`src/rtl/msk_gfmul_hpc1_pipe_if.sv`:
```
// Handshake and data bundle for the masked GF(2^W) multiplier.
// The master side drives operands, randomness and downstream ready; the slave is the multiplier.
// Optional flush signal appears when MSK_GFMUL_FLUSH_EN is defined.
interface msk_gfmul_hpc1_pipe_if #(
  parameter int D = 2,
  parameter int W = 2
);
  localparam int R = W * D * (D - 1) / 2 + W * W * D * (D - 1) / 2;

  logic [W*D-1:0] in_a;
  logic [W*D-1:0] in_b;
  logic           in_valid;
  logic           in_ready;
  logic [R-1:0]   rnd;
  logic           rnd_valid;
  logic [W*D-1:0] out_c;
  logic           out_valid;
  logic           out_ready;

`ifdef MSK_GFMUL_FLUSH_EN
  logic           flush;

  modport master (
    output in_a, in_b, in_valid, rnd, rnd_valid, out_ready, flush,
    input  in_ready, out_c, out_valid
  );

  modport slave (
    input  in_a, in_b, in_valid, rnd, rnd_valid, out_ready, flush,
    output in_ready, out_c, out_valid
  );
`else
  modport master (
    output in_a, in_b, in_valid, rnd, rnd_valid, out_ready,
    input  in_ready, out_c, out_valid
  );

  modport slave (
    input  in_a, in_b, in_valid, rnd, rnd_valid, out_ready,
    output in_ready, out_c, out_valid
  );
`endif
endinterface

```
`src/rtl/msk_gfmul_hpc1_pipe.sv`:
```
// Masked GF(2^W) multiplier (HPC1): SNI refresh of b, DOM product of every bit pair,
// per-share polynomial reduction. Two register stages, valid/ready flow control,
// stalls whenever fresh randomness is absent.
// Optional feature: define MSK_GFMUL_FLUSH_EN to add a flush input that empties the pipe.
// Share layout: bit i, share j lives at index i*D+j.
module msk_gfmul_hpc1_pipe #(
  parameter int             D    = 2,
  parameter int             W    = 2,
  parameter logic [W-1:0]   POLY = 2'b11
) (
  input  logic                  clk,
  input  logic                  rst_n,
  msk_gfmul_hpc1_pipe_if.slave  bus
);

  localparam int NP    = D * (D - 1) / 2;
  localparam int R_REF = W * NP;
  localparam int NT    = W * W * D * D;
  localparam int PW    = 2 * W - 1;

  logic           en;
  logic [W*D-1:0] b_ref;
  logic [W*D-1:0] a_p1_d, a_p1_q;
  logic [W*D-1:0] b_p1_d, b_p1_q;
  logic           vld_p1_d, vld_p1_q;
  logic [NT-1:0]  term_p2_d, term_p2_q;
  logic           vld_p2_d, vld_p2_q;
  logic [PW-1:0]  prod_s;
  logic [W-1:0]   red_s;
  logic [W*D-1:0] c_comb;

  // Index of unordered share pair (j,k), j<k, in a block of NP random bits.
  function automatic int pair_idx(input int j, input int k);
    return j * D - (j * (j + 1)) / 2 + (k - j - 1);
  endfunction

  // Fold coefficients of degree >= W back using x^W = POLY.
  function automatic logic [W-1:0] gf_reduce(input logic [PW-1:0] p);
    logic [PW-1:0] acc;
    acc = p;
    for (int deg = PW - 1; deg >= W; deg--) begin
      if (acc[deg]) begin
        acc[deg]           = 1'b0;
        acc[deg-W +: W]    = acc[deg-W +: W] ^ POLY;
      end
    end
    return acc[W-1:0];
  endfunction

  // Advance only with fresh randomness and room downstream; flush blocks acceptance.
  always_comb begin
    en = bus.rnd_valid & (~vld_p2_q | bus.out_ready);
`ifdef MSK_GFMUL_FLUSH_EN
    en = en & ~bus.flush;
`endif
  end

  assign bus.in_ready  = en;
  assign bus.out_valid = vld_p2_q;
  assign bus.out_c     = c_comb;

  // Pairwise refresh of b: each random bit lands on both shares of its pair.
  always_comb begin
    b_ref = bus.in_b;
    for (int i = 0; i < W; i++) begin
      for (int j = 0; j < D; j++) begin
        for (int k = j + 1; k < D; k++) begin
          b_ref[i*D+j] = b_ref[i*D+j] ^ bus.rnd[i*NP + pair_idx(j, k)];
          b_ref[i*D+k] = b_ref[i*D+k] ^ bus.rnd[i*NP + pair_idx(j, k)];
        end
      end
    end
  end

  // ---- stage 1: capture a (alignment) and refreshed b ----
  always_comb begin
    a_p1_d   = a_p1_q;
    b_p1_d   = b_p1_q;
    vld_p1_d = vld_p1_q;
    if (en) begin
      a_p1_d   = bus.in_a;
      b_p1_d   = b_ref;
      vld_p1_d = bus.in_valid;
    end
`ifdef MSK_GFMUL_FLUSH_EN
    if (bus.flush) vld_p1_d = 1'b0;
`endif
  end

  // ---- stage 2: DOM partial products, each term kept in its own flop ----
  always_comb begin
    term_p2_d = term_p2_q;
    vld_p2_d  = vld_p2_q;
    if (en) begin
      vld_p2_d = vld_p1_q;
      for (int i = 0; i < W; i++) begin
        for (int k = 0; k < W; k++) begin
          for (int j = 0; j < D; j++) begin
            for (int l = 0; l < D; l++) begin
              if (j == l) begin
                term_p2_d[((i*W+k)*D+j)*D+l] = a_p1_q[i*D+j] & b_p1_q[k*D+l];
              end else begin
                term_p2_d[((i*W+k)*D+j)*D+l] = (a_p1_q[i*D+j] & b_p1_q[k*D+l])
                  ^ bus.rnd[R_REF + (i*W+k)*NP
                            + pair_idx((j < l) ? j : l, (j < l) ? l : j)];
              end
            end
          end
        end
      end
    end
`ifdef MSK_GFMUL_FLUSH_EN
    if (bus.flush) vld_p2_d = 1'b0;
`endif
  end

  // Data registers: no reset, they only move when the pipe advances.
  always_ff @(posedge clk) begin
    a_p1_q    <= a_p1_d;
    b_p1_q    <= b_p1_d;
    term_p2_q <= term_p2_d;
  end

  // Valid bits: the only reset state in the pipe.
  always_ff @(posedge clk) begin
    if (!rst_n) begin
      vld_p1_q <= 1'b0;
      vld_p2_q <= 1'b0;
    end else begin
      vld_p1_q <= vld_p1_d;
      vld_p2_q <= vld_p2_d;
    end
  end

  // ---- output: per-share compression into 2W-1 coefficients, then reduction ----
  always_comb begin
    c_comb = '0;
    prod_s = '0;
    red_s  = '0;
    for (int j = 0; j < D; j++) begin
      prod_s = '0;
      for (int i = 0; i < W; i++) begin
        for (int k = 0; k < W; k++) begin
          for (int l = 0; l < D; l++) begin
            prod_s[i+k] = prod_s[i+k] ^ term_p2_q[((i*W+k)*D+j)*D+l];
          end
        end
      end
      red_s = gf_reduce(prod_s);
      for (int i = 0; i < W; i++) begin
        c_comb[i*D+j] = red_s[i];
      end
    end
  end

endmodule

```
`src/flat_wrapper.sv`:
```
// flat-port wrapper written by rule: the top's interface ports become plain ports
module msk_gfmul_hpc1_pipe_flat 
#(
  parameter int             D    = 2,
  parameter int             W    = 2,
  parameter logic [W-1:0]   POLY = 2'b11
)
  (clk, rst_n, bus_in_a, bus_in_b, bus_in_valid, bus_rnd, bus_rnd_valid, bus_out_ready, bus_in_ready, bus_out_c, bus_out_valid);
  msk_gfmul_hpc1_pipe_if #(.D(D), .W(W)) bus_i ();
  input  logic clk;
  input  logic rst_n;
  input wire logic [$bits(bus_i.in_a)-1:0] bus_in_a;
  input wire logic [$bits(bus_i.in_b)-1:0] bus_in_b;
  input wire logic [$bits(bus_i.in_valid)-1:0] bus_in_valid;
  input wire logic [$bits(bus_i.rnd)-1:0] bus_rnd;
  input wire logic [$bits(bus_i.rnd_valid)-1:0] bus_rnd_valid;
  input wire logic [$bits(bus_i.out_ready)-1:0] bus_out_ready;
  output wire logic [$bits(bus_i.in_ready)-1:0] bus_in_ready;
  output wire logic [$bits(bus_i.out_c)-1:0] bus_out_c;
  output wire logic [$bits(bus_i.out_valid)-1:0] bus_out_valid;
  assign bus_i.in_a = bus_in_a;
  assign bus_i.in_b = bus_in_b;
  assign bus_i.in_valid = bus_in_valid;
  assign bus_i.rnd = bus_rnd;
  assign bus_i.rnd_valid = bus_rnd_valid;
  assign bus_i.out_ready = bus_out_ready;
  assign bus_in_ready = bus_i.in_ready;
  assign bus_out_c = bus_i.out_c;
  assign bus_out_valid = bus_i.out_valid;
  msk_gfmul_hpc1_pipe #(.D(D), .W(W), .POLY(POLY)) u_core (.clk(clk), .rst_n(rst_n), .bus(bus_i));
endmodule
```
`config.mk`:
```
export PLATFORM = sky130hd
export DESIGN_NAME = msk_gfmul_hpc1_pipe_flat
export DESIGN_NICKNAME = d
export VERILOG_FILES = /design/src/rtl/msk_gfmul_hpc1_pipe_if.sv /design/src/rtl/msk_gfmul_hpc1_pipe.sv /design/src/flat_wrapper.sv
export SDC_FILE = /design/constraint.sdc
export NUM_CORES = 1
export LEC_CHECK = 0
export ABC_AREA = 1
export CAP_MARGIN = 0
export CORE_ASPECT_RATIO = 1.2
export CORE_MARGIN = 2
export CORE_UTILIZATION = 53
export DETAILED_ROUTE_END_ITERATION = 10
export PLACE_DENSITY = 0.82
export SLEW_MARGIN = 20
export SYNTH_ARGS = -nofsm -noshare
export SYNTH_HDL_FRONTEND = slang
export SYNTH_SLANG_ARGS = --single-unit
```
`constraint.sdc`:
```
create_clock -name clk -period 2 [get_ports clk]
set_input_delay 0.4 -clock clk [delete_from_list [all_inputs] [get_ports clk]]
set_output_delay 0.4 -clock clk [all_outputs]
set_load 0.01 [all_outputs]
```
---- Word level (Yosys, flattened, before mapping) ----
Cells that the tools add are included.
word-level totals
  bits in registers ....................... 26
  output and inout bits ................... 6
operators by class
  bitwise gates (word level) .............. 43
  multiplexer cells ....................... 2
operators by type and width
  cell               number
  bitwise XOR 1 bit  22
  bitwise AND 1 bit  17
  two-way mux 2 bit  2
  inverter 2 bit     2
  inverter 1 bit     1
  OR 1 bit           1

---- Logic depth before layout (Yosys ltp) ----
  depth after elaboration ................. 5
  depth in mapped cells ................... 8

---- Least setup slack after synthesis ----
Ideal clock, no wire load.
  kind .................................... input-to-output
  start ................................... in bus_out_ready
  end ..................................... out bus_in_ready
  path buffers ............................ 0
  path slack .............................. 559 ps
  data required time ...................... 1,600 ps
  stages .................................. 2
  data arrival time ....................... 1,041 ps
  path through ............................ o21ai_1 -> inv_1
on the way
  word-level cells in the longest chain between the ends .. 2
ends and longest elaborated chain
  element             RTL line                   text
  start: declaration  flat_wrapper.sv:17         input wire logic [$bits(bus_i.out_ready)-1:0] bus_out_ready;
  OR 1 bit            msk_gfmul_hpc1_pipe.sv:52  en = bus.rnd_valid & (~vld_p2_q | bus.out_ready);
  bitwise AND 1 bit   msk_gfmul_hpc1_pipe.sv:52
  end: declaration    flat_wrapper.sv:18         output wire logic [$bits(bus_i.in_ready)-1:0] bus_in_ready;
No other way between the ends.

---- Final worst setup path ----
  start ................................... reg u_core.term_p2_q[12]
  end ..................................... out bus_out_c[2]
on the way
  word-level cells in the longest chain between the ends .. 2
ends and longest elaborated chain
  element                   RTL line                    text
  start: declaration        msk_gfmul_hpc1_pipe.sv:26   logic [NT-1:0] term_p2_d, term_p2_q;
  start signal: assignment  msk_gfmul_hpc1_pipe.sv:121  term_p2_q <= term_p2_d;
  bitwise XOR 1 bit         msk_gfmul_hpc1_pipe.sv:145  prod_s[i+k] = prod_s[i+k] ^ term_p2_q[((i*W+k)*D+j)*D+l];
  two-way mux 2 bit         msk_gfmul_hpc1_pipe.sv:42   if (acc[deg]) begin
  end: declaration          flat_wrapper.sv:19          output wire logic [$bits(bus_i.out_c)-1:0] bus_out_c;
No other way between the ends.

==> run metrics <==
wire length of the first global-routing pass=3090 um; starting density of the core=54.9%; n_diodes=0; die width=47.9 um; buffer and inverter count on the worst path=3; Iter 0 DRT Violations=4; clock slew at reported path FFs=120 ps; layout cells sized above 1=under 10%; clock tree from TritonCTS=done; hpwl dp=1460 um; number of flops mapped to enable cells by yosys=24; overall die height=between 50 and 60 um; met1 routing resource usage after global routing=about 16%; number of nets produced by synthesis=137; Clock Tree Buf Depth=2; synthesized netlist cell count=approximately 120; start-to-end type of the worst setup path=reg -> out; Die ar.=roughly 2700 um2; Worst Path Max Fanout=3; Core ar.=between 2000 and 2500 um2; via count of the first global-routing pass=851; number of hold buffers added after CTS=0; largest cells by area after synthesis=edfxtp_1, xor2_1, nand2_1; P&R area growth vs syn=27.2%; Fin. Hold Viols=0; final routed DRC violation total=0; capturing element type of the critical path=output pin; most frequently used flop master after synthesis=edfxtp_1; cell-by-cell trace of the critical path=inv_2, nand2_1, nand2_2, nand2_1, nand2_1, nand2_1, nand2_1, inv_1, dlygate4sd2_1; met2 Use GR=30.1%; max_cap viols=0; met3 GRT Util=about 2.6%; later-pin clock latency in the skew report=300 ps; flops & latches, synth=26; remaining global-route overflow=0; highest achievable clock rate=530 MHz; worst hold slack=~490 ps; final antenna-violating net count=0; most frequently used cell type in the post-synthesis netlist=nand2_1; port bufs=24; fill cell count=182; summed negative setup slack over all endpoints=0 ps; area of the mapped netlist=between 1000 and 1500 um2; arrival time of the worst setup path=1490 ps; worst clock skew=6.14 ps; detail-routed net length per standard cell=10.1 um; global placement routability congestion=0.715; time the final worst path needs with I/O delays and setup=1890 ps; sum of internal, switching and leakage power=1.15 mW; via count normalized by instance count=between 4 and 5; total setup violations reported at the end of the flow=0; number of gates on the worst path with buffers counted=9; IR drop worst, VDD=499 uV; family of cells with the greatest summed delay on the critical path=flip-flops; number of H-tree levels=1; Synth top cells by count=nand2_1, edfxtp_1, inv_1, xor2_1; fraction of the yosys area taken by sequential cells=between 60% and 70%; reg2reg path depth=4; pin count of the biggest net entering global routing=26; unrepaired setup endpoints after global routing=false; Total Nets Final=approximately 170; count of vias placed by the detailed router=810; Slew @ Worst Pin=between 200 and 300 ps; Clock Sink Count=26; count of pins on the block boundary=25; overall global routing resource usage=between 15 and 20%; ratio of final minimum period to clock period=94.3%; share of synthesized flip-flops with an asynchronous set or reset=0%; critical path required time=1600 ps; critical path's slowest cell=edfxtp_1; warning count from the yosys run=0; Most Crowded Layer GR=met2; Critical Path Max Stage Delay=450 ps; mean post-synth cell area=10.4 um2; number of core rows=19; category of the worst setup path launch point=register; Root Buffer Master=clkbuf_4; total non-filler cell area in the finished layout=1560 um2; Hold Path Depth=2; power density over cell area=738 nW/um2; cell mode on critical path=nand2_1; status=finished, final reports clean; library cell occupying the most area in the post-synthesis netlist=edfxtp_1; CTS buffer count=3; max_slew headroom=around four fifths; final count of pins violating max slew=0; number of iterations in the first detailed-routing pass=2; area fraction of the dominant cell type after synthesis=58.8%; Post-Route Utilization=69.8%; worst min path class=reg -> reg; sum of routed wire length over all layers=1810 um; placed cell area=1510 um2; Static Leakage=about 0.73 nW; antenna violations before repair=0; number of different library cells in the post-synthesis netlist=14
cells by family after synthesis:
| group | after synthesis | share of synthesized area [%] |
|---|---|---|
| XOR/XNOR | 21 | 15.0 |
| AND/OR/NAND/NOR | 45 | 14.4 |
| AO/OA/AOI/OAI | 4 | 1.84 |
| flip-flops | 26 | 62.0 |
| buffers and inverters | 22 | 6.73 |
flip-flops by register name, indices dropped and copies added (netlist names):
name	flops
u_core.bus.out_valid	1
u_core.a_p1_q	4
u_core.term_p2_q	16
u_core.b_p1_q	4
u_core.vld_p1_q	1
per-stage QoR:
stage | cells | worst slack (ps)
after floorplan | 118 | 559
after global routing | 179 | 1.76
after global placement | 174 | 40.6
after CTS | 179 | 5.94
after detailed placement | 174 | 25.3
final | 179 | 114
where the power goes:
group / internal [mW] / switching [mW]
sequential: 0.650 / 0.0320
clock: 0.111 / 0.138
combinational: 0.115 / 0.106
total: 0.876 / 0.276
worst register-to-register path, delay by kind of cell, from the launching register on:
kind | cells | cell delay (ps)
compound gates | 1 | 170
flops | 1 | 390
buf+inv | 3 | 370
metal layers:
layer | up-vias | wire, um
met1 | 361 | 643
li1 | 424 | -
met5 | - | 0
met3 | 0 | 102
met2 | 25 | 1060
met4 | 0 | 0
cell type report:
class	instances	area (um2)	area share [%]
inverters	22	82.6	5.29
multi-input cells	70	393	25.2
flip-flops and latches	26	761	48.8
clock buffers	4	36.3	2.33
well taps	31	38.8	2.49
repair buffers	26	249	16.0
cells in the final DEF, fill, tap and decap left out:
cell / n
clkbuf_2: 1
clkbuf_4: 3
buf_4: 2
nand2_1: 37
inv_1: 20
o21bai_1: 1
nand3_1: 1
nand2_2: 2
dfxtp_1: 2
xor2_1: 17
o21ai_0: 2
dlymetal6s2s_1: 1
nand3b_1: 1
nor2_1: 4
inv_2: 2
dlygate4sd2_1: 3
clkbuf_8: 1
xnor2_1: 3
o21ai_1: 1
clkdlybuf4s50_1: 19
edfxtp_1: 24
xnor2_2: 1
worst paths after layout:
check,from,to,slack [ps]
worst max register to register,u_core.bus.out_valid,u_core.term_p2_q[9],810
worst min register to register,u_core.vld_p1_q,u_core.bus.out_valid,490
worst min-delay path,u_core.vld_p1_q,u_core.bus.out_valid,490
worst max-delay path,u_core.term_p2_q[12],bus_out_c[2],110
what timing repair did:
action | 4_1_cts | 5_1_grt
setup endpoints to repair | 4 | 3
resized for setup | 5 | 4
setup buffers | 1 | 0
pin swaps | 1 | 0
Note: power is estimated with default switching activity, not from simulation.
